File: config.mk
export PLATFORM = sky130hd
export DESIGN_NAME = dreg_bank
export DESIGN_NICKNAME = d
export VERILOG_FILES = /design/src/rtl/dreg_bank_pkg.sv /design/src/rtl/dreg_channel.sv /design/src/rtl/dreg_bank.sv
export SDC_FILE = /design/constraint.sdc
export NUM_CORES = 1
export LEC_CHECK = 0
export CAP_MARGIN = 20
export CORE_ASPECT_RATIO = 1.1
export CORE_MARGIN = 2
export CORE_UTILIZATION = 48
export CTS_BUF_LIST = sky130_fd_sc_hd__clkbuf_4 sky130_fd_sc_hd__clkbuf_8 sky130_fd_sc_hd__clkbuf_16
export CTS_CLUSTER_DIAMETER = 40
export DETAILED_ROUTE_END_ITERATION = 8
export PLACE_DENSITY_LB_ADDON = 0.05
export SYNTH_ARGS = -nofsm -noshare
export SYNTH_HDL_FRONTEND = slang
export SYNTH_SLANG_ARGS = --single-unit
File: constraint.sdc
create_clock -name clk -period 1.91 [get_ports clk]
set_input_delay 0.4775 -clock clk [delete_from_list [all_inputs] [get_ports clk]]
set_output_delay 0.4775 -clock clk [all_outputs]
set_load 0.05 [all_outputs]
File: src/rtl/dreg_bank_pkg.sv
// Shared encodings for dreg_bank: channel operation modes and snapshot FSM states.
package dreg_bank_pkg;

   localparam int unsigned MODE_W = 3;

   localparam logic [MODE_W-1:0] MODE_LOAD = 3'd0;
   localparam logic [MODE_W-1:0] MODE_HOLD = 3'd1;
   localparam logic [MODE_W-1:0] MODE_SHL  = 3'd2;
   localparam logic [MODE_W-1:0] MODE_SHR  = 3'd3;
   localparam logic [MODE_W-1:0] MODE_CLR  = 3'd4;

   typedef enum logic [1:0] {
      S_IDLE    = 2'd0,
      S_CAPTURE = 2'd1,
      S_PRESENT = 2'd2
   } snap_state_e;

endpackage

File: src/rtl/dreg_channel.sv
// One WIDTH-bit edge-triggered register with enable and load/hold/shift/clear modes.
module dreg_channel
   import dreg_bank_pkg::*;
#(
   parameter int unsigned WIDTH = 8
) (
   input  logic              clk,
   input  logic              rst_n,
   input  logic              En,
   input  logic [MODE_W-1:0] Mode,
   input  logic [WIDTH-1:0]  D,
   input  logic              Sin,
   output logic [WIDTH-1:0]  Q
);

   logic [WIDTH-1:0] q_q;
   logic [WIDTH-1:0] q_d;

   // Unused encodings fall through to hold.
   always_comb begin
      q_d = q_q;
      if (En) begin
         case (Mode)
            MODE_LOAD: q_d = D;
            MODE_HOLD: q_d = q_q;
            MODE_SHL:  q_d = {q_q[WIDTH-2:0], Sin};
            MODE_SHR:  q_d = {Sin, q_q[WIDTH-1:1]};
            MODE_CLR:  q_d = '0;
            default:   q_d = q_q;
         endcase
      end
   end

   always_ff @(posedge clk or negedge rst_n) begin
      if (!rst_n) begin
         q_q <= '0;
      end else begin
         q_q <= q_d;
      end
   end

   assign Q = q_q;

endmodule

File: src/rtl/dreg_bank.sv
// Bank of CHANNELS clocked registers plus an atomic snapshot presented over valid/ready.
module dreg_bank
   import dreg_bank_pkg::*;
#(
   parameter int unsigned CHANNELS = 4,
   parameter int unsigned WIDTH    = 8
) (
   input  logic                        clk,
   input  logic                        rst_n,
   input  logic [CHANNELS-1:0]         En,
   input  logic [MODE_W-1:0]           Mode,
   input  logic [CHANNELS*WIDTH-1:0]   D,
   input  logic [CHANNELS-1:0]         Sin,
   output logic [CHANNELS*WIDTH-1:0]   Q,
   input  logic                        snap_req,
   output logic                        snap_busy,
   output logic                        snap_valid,
   input  logic                        snap_ready,
   output logic [CHANNELS*WIDTH-1:0]   snap_data
);

   localparam int unsigned BUS_W = CHANNELS * WIDTH;

   for (genvar i = 0; i < CHANNELS; i++) begin : g_ch
      dreg_channel #(
         .WIDTH (WIDTH)
      ) u_ch (
         .clk   (clk),
         .rst_n (rst_n),
         .En    (En[i]),
         .Mode  (Mode),
         .D     (D[i*WIDTH +: WIDTH]),
         .Sin   (Sin[i]),
         .Q     (Q[i*WIDTH +: WIDTH])
      );
   end

   snap_state_e      state_q, state_d;
   logic [BUS_W-1:0] snap_q,  snap_d;
   logic             valid_q, valid_d;
   logic             busy_q,  busy_d;

   // Q here is the registered bank value, so CAPTURE sees the pre-update contents.
   always_comb begin
      state_d = state_q;
      snap_d  = snap_q;
      valid_d = valid_q;
      busy_d  = busy_q;
      case (state_q)
         S_IDLE: begin
            if (snap_req) begin
               state_d = S_CAPTURE;
               busy_d  = 1'b1;
            end
         end
         S_CAPTURE: begin
            snap_d  = Q;
            state_d = S_PRESENT;
            valid_d = 1'b1;
            busy_d  = 1'b1;
         end
         S_PRESENT: begin
            if (snap_ready) begin
               state_d = S_IDLE;
               valid_d = 1'b0;
               busy_d  = 1'b0;
            end
         end
         default: begin
            state_d = S_IDLE;
            valid_d = 1'b0;
            busy_d  = 1'b0;
         end
      endcase
   end

   always_ff @(posedge clk or negedge rst_n) begin
      if (!rst_n) begin
         state_q <= S_IDLE;
         snap_q  <= '0;
         valid_q <= 1'b0;
         busy_q  <= 1'b0;
      end else begin
         state_q <= state_d;
         snap_q  <= snap_d;
         valid_q <= valid_d;
         busy_q  <= busy_d;
      end
   end

   assign snap_data  = snap_q;
   assign snap_valid = valid_q;
   assign snap_busy  = busy_q;

endmodule

==> summary.md <==
### Power
• 1.99 nW — LEAKAGE
• 51.4% — combinational power share
• 3.41 mW — switching power total
• 0.000924 V — maximum vdd drop
• 32.0% — part of the power in registers
• 1460 nW/µm² — power density relative to cell area
• 4.01 mW — Int Pwr
• 16.6% — part of the power in the clock network
• 45.9% — switching share of power

### Layout
• 37.1% — fraction of final layout cells sized beyond drive strength 1
• 0 — Antenna diodes
• buf_4 — most common library cell in the layout ignoring fill and taps
• 79 x buf_4, 68 x dfrtp_1, 42 x clkdlybuf4s50_1 — most frequent cells in the layout
• 30.6% — post-synthesis to final-layout area growth
• 462 — Post-layout nets

### Timing
• 1.50 ns — minimum clock period after layout
• 78.7% — Period Utilization, post-route
• 0.00562 ns — final clock skew
• 0.336 ns — transition time at the pin with the least slew margin
• 77.1% — Max transition margin
• 0 — total setup violations reported at the end of the flow
• 665 MHz — highest attainable clock frequency
• false — unrepaired setup endpoints after global routing
• 0.0243 ns — worst hold slack
• 0 — final hold violation count
• 0 ns — Total Negative Setup Slacks
• 0 — max-slew violation total from the final report

### Min path
• input port to asynchronous set/reset pin — class of the tightest hold or removal check

### Clocking
• 0.34 ns — clock latency on the worst-skew pair
• 0.07 ns — CTS clk-pin slew, worst paths
• done — CTS tree
• 9 — Num CTS Buffers
• clkbuf_8 — root cell of the clock tree
• 2 — number of buffers between clock root and the deepest sink
• 68 — clock tree sinks
• 3 — H-tree level count
• 0 — Post-CTS Setup Repair Bufs
• 0 — post-CTS resize count
• 0 — number of buffers inserted for hold repair after clock tree synthesis

### Global routing
• 0 — number of antenna violations at the first check in global routing
• 15500 µm — wire length of the first global-routing pass
• 47 — maximum number of pins on one net before global-route repair
• 21.5% — overall routing resource usage
• 3048 — via count of the first global-routing pass
• 0 — total congestion overflow after global routing

### Floorplan
• 8870 µm² — area enclosed by the die boundary
• 113 — Top-Level Pins
• 7910 µm² — core area
• 90.0 µm — width of the chip
• 98.6 µm — vertical die dimension
• 34 — number of placement rows
• 49.3% — Starting Density

### Logic synthesis
• dfrtp_1 44%, mux2_1 9.2%, mux2_2 9.2% — Area contributors post-synth
• 19.0% — mux cell area share after synthesis
• 43.6% — share of the synthesized area in the top cell type
• 68 — number of flip-flops and latches in the synthesized netlist
• dfrtp_1 — library cell occupying the most area in the post-synthesis netlist
• 0.449% — complex-gate fraction of the synthesized area
• 0% — synthesized-area fraction occupied by xor and xnor cells
• 359 — synthesized netlist net count
• 0% — fraction of the mapped netlist area in adder cells
• 29.8% — area fraction in and, or, nand and nor cells after synthesis
• 43.6% — share of the yosys chip area belonging to registers
• simple AND/OR/NAND/NOR gates — main combinational cell family by area after synthesis
• 3900 µm² — area of the mapped netlist
• 26 — count of unique library cells instantiated by Yosys
• 0 — Yosys Warn Count
• 12.5 µm² — mean area per synthesized cell
• 312 — Syn Inst Count

### Worst setup path
• output pin — Setup crit end kind
• 5 — maximum fanout count along the critical path
• 1.03 ns — arrival time worst endpoint
• 1.43 ns — Worst EP required
• flip-flops — cell type group with the largest total delay on the critical path
• dfrtp_1 — cell with the largest stage delay on the worst path
• buf_4 — CP Cell Sequence
• 0.45 ns — Worst path max stage delay
• flip-flop — startpoint types
• 1 — CP Buf/Inv Count
• flip-flop to output pin — critical path class

### Drt
• 5.67 — ratio of routed vias to standard cells
• 0 — post-route DRC violation count
• 17.2 µm — WL per Instance
• 110 — violation count after the first detailed-routing iteration
• 4 — number of iterations in the first detailed-routing pass
• 2993 — total number of vias
• 9090 µm — total length of routed wires
• 0 — remaining antenna violation count

### Run
• 0 — max capacitance violation total

### Placed design
• 6360 µm — Post-DP HPWL
• 112 — number of I/O port buffers
• 0.808 — routability-driven placement congestion ratio

### Run status
• complete, no violations — status

[final cells by class]
| type | instances | area [µm²] |
|---|---|---|
| clock buffers | 12 | 159 |
| clock inverters | 4 | 47.5 |
| fillers | 667 | 2820 |
| multi-input cells | 208 | 1930 |
| flip-flops and latches | 68 | 1700 |
| well taps | 108 | 135 |
| repair buffers | 128 | 1120 |
[final timing paths]
check,slack (ns),startpoint,depth (start not counted),end
min reg2reg,0.48,snap_valid,1,snap_valid
min,0.02,rst_n,1,snap_busy
max reg2reg,0.62,g_ch[0].u_ch.Q[5],3,g_ch[0].u_ch.Q[6]
max in group asynchronous,1.30,rst_n,2,g_ch[1].u_ch.Q[0]
max,0.41,g_ch[2].u_ch.Q[6],1,Q[22]
min in group clk,0.48,snap_valid,1,snap_valid
[power by group through the flow]
stage	Combinational (mW)	Sequential, mW	Clock (mW)
floorplan	0.932	4.09	0
global placement	3.80	2.38	0
detailed placement	3.84	2.41	0
CTS	3.85	2.38	1.27
global route	4.00	2.47	1.34
finish	3.81	2.37	1.23
[sequential cells by signal, summed over array words and instances (netlist names)]
name         cells
snap_busy        1
snap_valid       1
state_q          2
snap_data       32
g_ch.u_ch.Q     32
[kinds of logic after synthesis]
group | count (synthesis)
compound gates | 3
simple gates | 140
flops | 68
mux | 65
buf+inv | 36
[cell usage after synthesis]
cell type / instances
buf_4: 1
nor4_1: 32
buf_2: 21
o21a_1: 1
and4bb_2: 3
nor3b_1: 1
nor3b_4: 1
dfrtp_1: 68
buf_8: 3
and4bb_1: 19
mux2_2: 32
buf_6: 8
nor4b_1: 22
clkbuf_1: 2
mux2_1: 32
nor3_1: 30
nor2_1: 2
nor4bb_1: 10
nor4b_2: 10
nand2_2: 4
buf_12: 1
mux2i_4: 1
nor3_2: 2
nand2_1: 3
nand2b_1: 1
o21ai_0: 2
[per-stage QoR]
stage	setup WS, ns	power (mW)	std cells	cell area [µm²]	utilization (%)
5_1_grt	0.346	7.81	528	5090	64.4
4_1_cts	0.391	7.50	528	5090	64.4
2_1_floorplan	0.367	5.02	312	3900	-
6_report	0.407	7.42	528	5090	64.4
3_3_place_gp	0.152	6.17	512	4890	61.8
3_5_place_dp	0.103	6.25	512	4890	61.8
[metal layers]
layer,vias up,global-route usage [%],part of all wire (%)
li1,1425,-,-
met1,1484,30.1,46
met2,75,34.3,48
met3,9,3.52,4.2
met4,0,7.34,1.2
met5,-,0,0
(Power assumes the default switching activity.)
==> variant 1, RTL diff (same flow settings) <==
`MODE_W`: 3 -> 5.
--- a/src/rtl/dreg_bank_pkg.sv
+++ b/src/rtl/dreg_bank_pkg.sv
@@ -1,7 +1,7 @@
 // Shared encodings for dreg_bank: channel operation modes and snapshot FSM states.
 package dreg_bank_pkg;
 
-   localparam int unsigned MODE_W = 3;
+   localparam int unsigned MODE_W = 5;
 
    localparam logic [MODE_W-1:0] MODE_LOAD = 3'd0;
    localparam logic [MODE_W-1:0] MODE_HOLD = 3'd1;
Ports: changed (resized Mode); port bits go from 113 to 115. The function was not compared with the original's and may differ.
==> variant 1 against the unedited design <==
Synthesized area down 6.3%; sequential cell count stayed put; routed wire length grew 3.5%; setup slack worse by 0.33 ns; clock skew up 0.0090 ns; total power grew 1.2%; cell area down 0.69%; combinational power is 3% higher; critical endpoint is now g_ch[2].u_ch.Q[2]$_DFFE_PN0P_; largest cell class unchanged; highest routed layer unchanged.
==> variant 1: results (changes against the unedited design) <==
status=complete, no violations; Avg WL per Cell=17.7 um (+3.1%); GPL Wtd Cong=0.766 (-5.2%); DRT met1 WL=4.12 mm (-2.1%); Worst R2R Start=state_q[0]$_DFFE_PN0P_; Final nets=487 (+5.4%); vias in the first global route=3042 (-0.20%); Synthesis Warnings=0 (unchanged); Hold Slack=0.0883 ns (+0.0639 ns); DR iter-0 viols=188 (+71%); dpl ws=-0.295 ns (-0.399 ns); postcts setup bufs=0 (unchanged); Max stage delay on crit path=0.49 ns (+0.04 ns); Synth Area in Compound Gates=0.222 (+0.217); reg-to-reg critical path endpoint=snap_data[9]$_DFFE_PN0P_; Final Non-Filler Cells=530 (+0.38%); met2 routed WL=4.60 mm (+5.0%); mux contribution to synthesized area=0.200 (+0.00962); post-synthesis async set-or-reset flop share=1.00 (unchanged); DRT Pass-1 Iters=4 (unchanged); crit-path max FO=9 (+4); family with the most delay on the worst path=buffers and inverters; switching fraction of total power=0.461 (+0.00210); Max Used Layer=met4; Clock Skew=0.0146 ns (+0.00897 ns); worst setup path end=g_ch[2].u_ch.Q[2]$_DFFE_PN0P_; Max VDD drop=0.000935 V (+1.3%); All-Layer GR Usage=0.236 (+0.0214); slew of the pin with the lowest slew margin=0.525 ns (+0.189 ns); DP Area=4850 um^2 (-0.69%); FF-to-FF setup slack=0.65 ns (+0.03 ns); Port Buffer Count=114 (+1.8%); GR Util met1=0.316 (+0.0152); CP Launch Point=Mode[1]; Data arrival, critical path=2.09 ns (+1.06 ns); Crit-path slowest cell=clkdlybuf4s50_1; # diodes=0 (unchanged); Syn Inst Count=315 (+0.96%); register area share after synthesis=0.465 (+0.0291); DR vias/cell=5.72 (+0.85%); global-route wire length before repair=15.3 mm (-1.3%); Synthesized Nets=364 (+1.4%); Worst Hold Class=input port to async pin; H-tree level count=3 (unchanged); top post-synthesis cells by count=68 x dfrtp_1, 65 x mux2_2, 35 x o21ai_0; WL met3=591 um (+54%); Static Leakage=2.28 nW (+14%); post-DP HPWL=6.55 mm (+3.0%); Worst-path clk slew=0.08 ns; met3 Track Usage GR=0.0502 (+0.0150); worst skew pair latency=0.36 ns (+0.02 ns); Cell variety after synth=19 (-27%); GR Util met2=0.378 (+0.0343); largest net degree at the start of global routing=41 (-13%); fin crit share=0.961 (+0.174); share of layout cells above drive strength 1=0.481 (+0.109); DP Cell Count=514 (+0.39%); ranking of synthesized cells by area=dfrtp_1 47%, mux2_2 20%, o31ai_2 11%, a22oi_1 6.4%, o21ai_0 4.8%
==> variant 1: cell types whose count changed in the layout (fill, tap and decap cells not counted), moves of 16 or more <==
cell | unedited run | this run
nor4_1 | 32 | 0
o21ai_0 | 2 | 35
a22oi_1 | 0 | 31
nor2_1 | 2 | 33
mux2_2 | 32 | 65
o31ai_2 | 0 | 31
buf_4 | 79 | 95
and4bb_1 | 19 | 0
nor3_1 | 30 | 0
mux2_1 | 32 | 0
nor4b_1 | 22 | 0
==> variant 1: final cells by class <==
cell class                      instances  area, um^2
Clock inverter                          5        60.1
Tap cell                               87         109
Fill cell                             596        2370
Clock buffer                           11         145
Timing Repair Buffer                  145        1240
Multi-Input combinational cell        214        1800
Sequential cell                        68        1700
==> variant 1: power by group through the flow <==
stage	Combinational [mW]	Sequential, mW	Clock [mW]
2_1_floorplan	1.03	4.01	0
3_3_place_gp	3.88	2.35	0
3_5_place_dp	3.93	2.37	0
4_1_cts	3.94	2.35	1.29
5_1_grt	4.10	2.42	1.35
6_report	3.91	2.34	1.26
==> variant 2, RTL diff (config.mk and constraints unchanged) <==
Made on the original files. Register the input `Mode` before use, without a reset. The logic sees it one clock later. The other inputs are not delayed to match.
--- a/src/rtl/dreg_bank.sv
+++ b/src/rtl/dreg_bank.sv
@@ -21,6 +21,12 @@
 
    localparam int unsigned BUS_W = CHANNELS * WIDTH;
 
+   logic [MODE_W-1:0] Mode_q;
+
+   always_ff @(posedge clk) begin
+      Mode_q <= Mode;
+   end
+
    for (genvar i = 0; i < CHANNELS; i++) begin : g_ch
       dreg_channel #(
          .WIDTH (WIDTH)
@@ -28,7 +34,7 @@
          .clk   (clk),
          .rst_n (rst_n),
          .En    (En[i]),
-         .Mode  (Mode),
+         .Mode  (Mode_q),
          .D     (D[i*WIDTH +: WIDTH]),
          .Sin   (Sin[i]),
          .Q     (Q[i*WIDTH +: WIDTH])
Behaviour: not the same (a bounded check fails within 4 cycles, from zero or initial values and one cycle with rst_n low).
==> variant 2 against the unedited design <==
Combinational power is essentially flat; synthesized area decreased by 1.3%; non-clock buffer count down 2; routed wire length fell by 6.1%; cell area fell by 1.4%; count of clock-buffer cells in the layout shrank 1; clock skew rose by 0.0040 ns; sequential share of layout area up 1.8 points; cell count stayed put; first-iteration DRC count shrank 8.2%; synthesized cell count rose by 0.96%; setup slack got worse by 0.21 ns; sequential cell count grew 3; total power down 1.8%; critical path type is now register to register; critical endpoint is now g_ch[3].u_ch.Q[6]$_DFFE_PN0P_; largest power group unchanged.
==> variant 2: results (changes against the unedited design) <==
Max VDD drop=0.000849 V (-8.0%); CTS resizes=0 (unchanged); GPL Wtd Cong=0.769 (-4.8%); DP Area=4850 um^2 (-0.72%); vias in the first global route=2872 (-5.8%); crit-path max FO=8 (+3); Worst R2R Start=Mode_q[1]$_DFF_P_; ranking of synthesized cells by area=dfrtp_1 44%, mux2_2 18%, nor4bb_1 5.7%, nor4_1 5.2%, nor4b_1 5.0%; global-route wire length before repair=14.2 mm (-8.8%); Synthesized Nets=362 (+0.84%); Final nets=463 (+0.22%); Synthesis Warnings=0 (unchanged); post-DP HPWL=5.72 mm (-10%); register area share after synthesis=0.457 (+0.0213); Num CTS Buffers=9 (unchanged); Main synth FF type=dfrtp_1; All-Layer GR Usage=0.200 (-0.0146); Critical Setup Path Class=register to register; Data arrival, critical path=1.93 ns (+0.90 ns); share of layout cells above drive strength 1=0.433 (+0.0619); largest net degree at the start of global routing=69 (+47%); top post-synthesis cells by count=68 x dfrtp_1, 60 x mux2_2, 32 x nor3_1, 32 x nor4_1; DRT Pass-1 Iters=4 (unchanged); slew of the pin with the lowest slew margin=0.489 ns (+0.153 ns); Routed WL=8.54 mm (-6.1%); post-synthesis async set-or-reset flop share=0.958 (-0.0423); clk buf depth=2 (unchanged); DR iter-0 viols=101 (-8.2%); Static Leakage=1.92 nW (-3.8%); Cell variety after synth=23 (-12%); Clock Skew=0.00966 ns (+0.00404 ns); DR vias/cell=5.67 (unchanged); status=complete, no violations; CTS root buf=clkbuf_8; Hold Buf Count CTS=0 (unchanged)
variant 2: cell count changes after synthesis, moves of 2 or more:
| cell | unedited run | this run |
|---|---|---|
| mux2_1 | 32 | 4 |
| mux2_2 | 32 | 60 |
| and4bb_1 | 19 | 0 |
| nor4bb_1 | 10 | 22 |
| and4bb_2 | 3 | 10 |
| clkbuf_1 | 2 | 9 |
| buf_2 | 21 | 15 |
| nand2_1 | 3 | 7 |
| nand2_2 | 4 | 0 |
| buf_8 | 3 | 0 |
| dfxtp_1 | 0 | 3 |
| nor3_1 | 30 | 32 |
| nor3_2 | 2 | 0 |
variant 2: cell type report:
class	instances	area, um^2
Sequential cell	71	1770
Multi-Input combinational cell	208	1870
Timing Repair Buffer	126	1080
Clock inverter	4	22.5
Fill cell	659	2850
Tap cell	108	135
Clock buffer	11	145
variant 2: metal layers:
metal / routed length, um / vias up / global-route usage / part of all wire
met5: 0 / - / 0 / 0
met2: 3900 / 75 / 0.292 / 0.46
li1: - / 1431 / - / -
met1: 4040 / 1478 / 0.287 / 0.47
met3: 484 / 9 / 0.0558 / 0.057
met4: 113 / 0 / 0.0654 / 0.013
variant 2: final timing paths:
kind / end / slack [ns] / depth (start not counted)
worst max-delay path: g_ch[3].u_ch.Q[6]$_DFFE_PN0P_ / 0.20 / 3
worst min-delay path: snap_busy$_DFFE_PN0P_ / 0.15 / 2
worst max register to register: g_ch[3].u_ch.Q[6]$_DFFE_PN0P_ / 0.20 / 3
worst min register to register: snap_valid$_DFFE_PN0P_ / 0.48 / 1
max in group asynchronous: g_ch[2].u_ch.Q[4]$_DFFE_PN0P_ / 1.47 / 2
min in group clk: snap_valid$_DFFE_PN0P_ / 0.48 / 1
variant 2: logic make-up (layout without fill, tap and decap cells):
kind of cell | after synthesis | in the layout | synth area share
and+or+nand+nor | 140 | 140 | 0.288
DFF | 71 | 71 | 0.457
muxes | 65 | 65 | 0.191
buffers and inverters | 36 | 141 | 0.0598
AOI/OAI and AO/OA | 3 | 3 | 0.00455
variant 2: where the power goes:
group	total (mW)	internal, mW	switching, mW
Combinational	3.80	1.37	2.43
Clock	1.05	0.508	0.544
Sequential	2.44	2.03	0.404
Total	7.29	3.91	3.38
variant 2: per-stage QoR:
stage / setup WS (ns) / std cells / hold WS, ns / util / total power [mW]
after floorplan: 0.537 / 315 / 0.182 / - / 5.10
after global placement: 0.185 / 513 / 0.467 / 0.617 / 6.24
after detailed placement: 0.195 / 513 / 0.469 / 0.617 / 6.30
after CTS: 0.194 / 528 / 0.153 / 0.638 / 7.37
after global routing: 0.141 / 528 / 0.174 / 0.638 / 7.66
final: 0.200 / 528 / 0.147 / 0.638 / 7.29
variant 2: critical path, cell delays in order, from the launching register on:
cell	delay, ns
dfxtp_2	0.40
mux2i_2	0.44
nand2_1	0.35
mux2_1	0.40
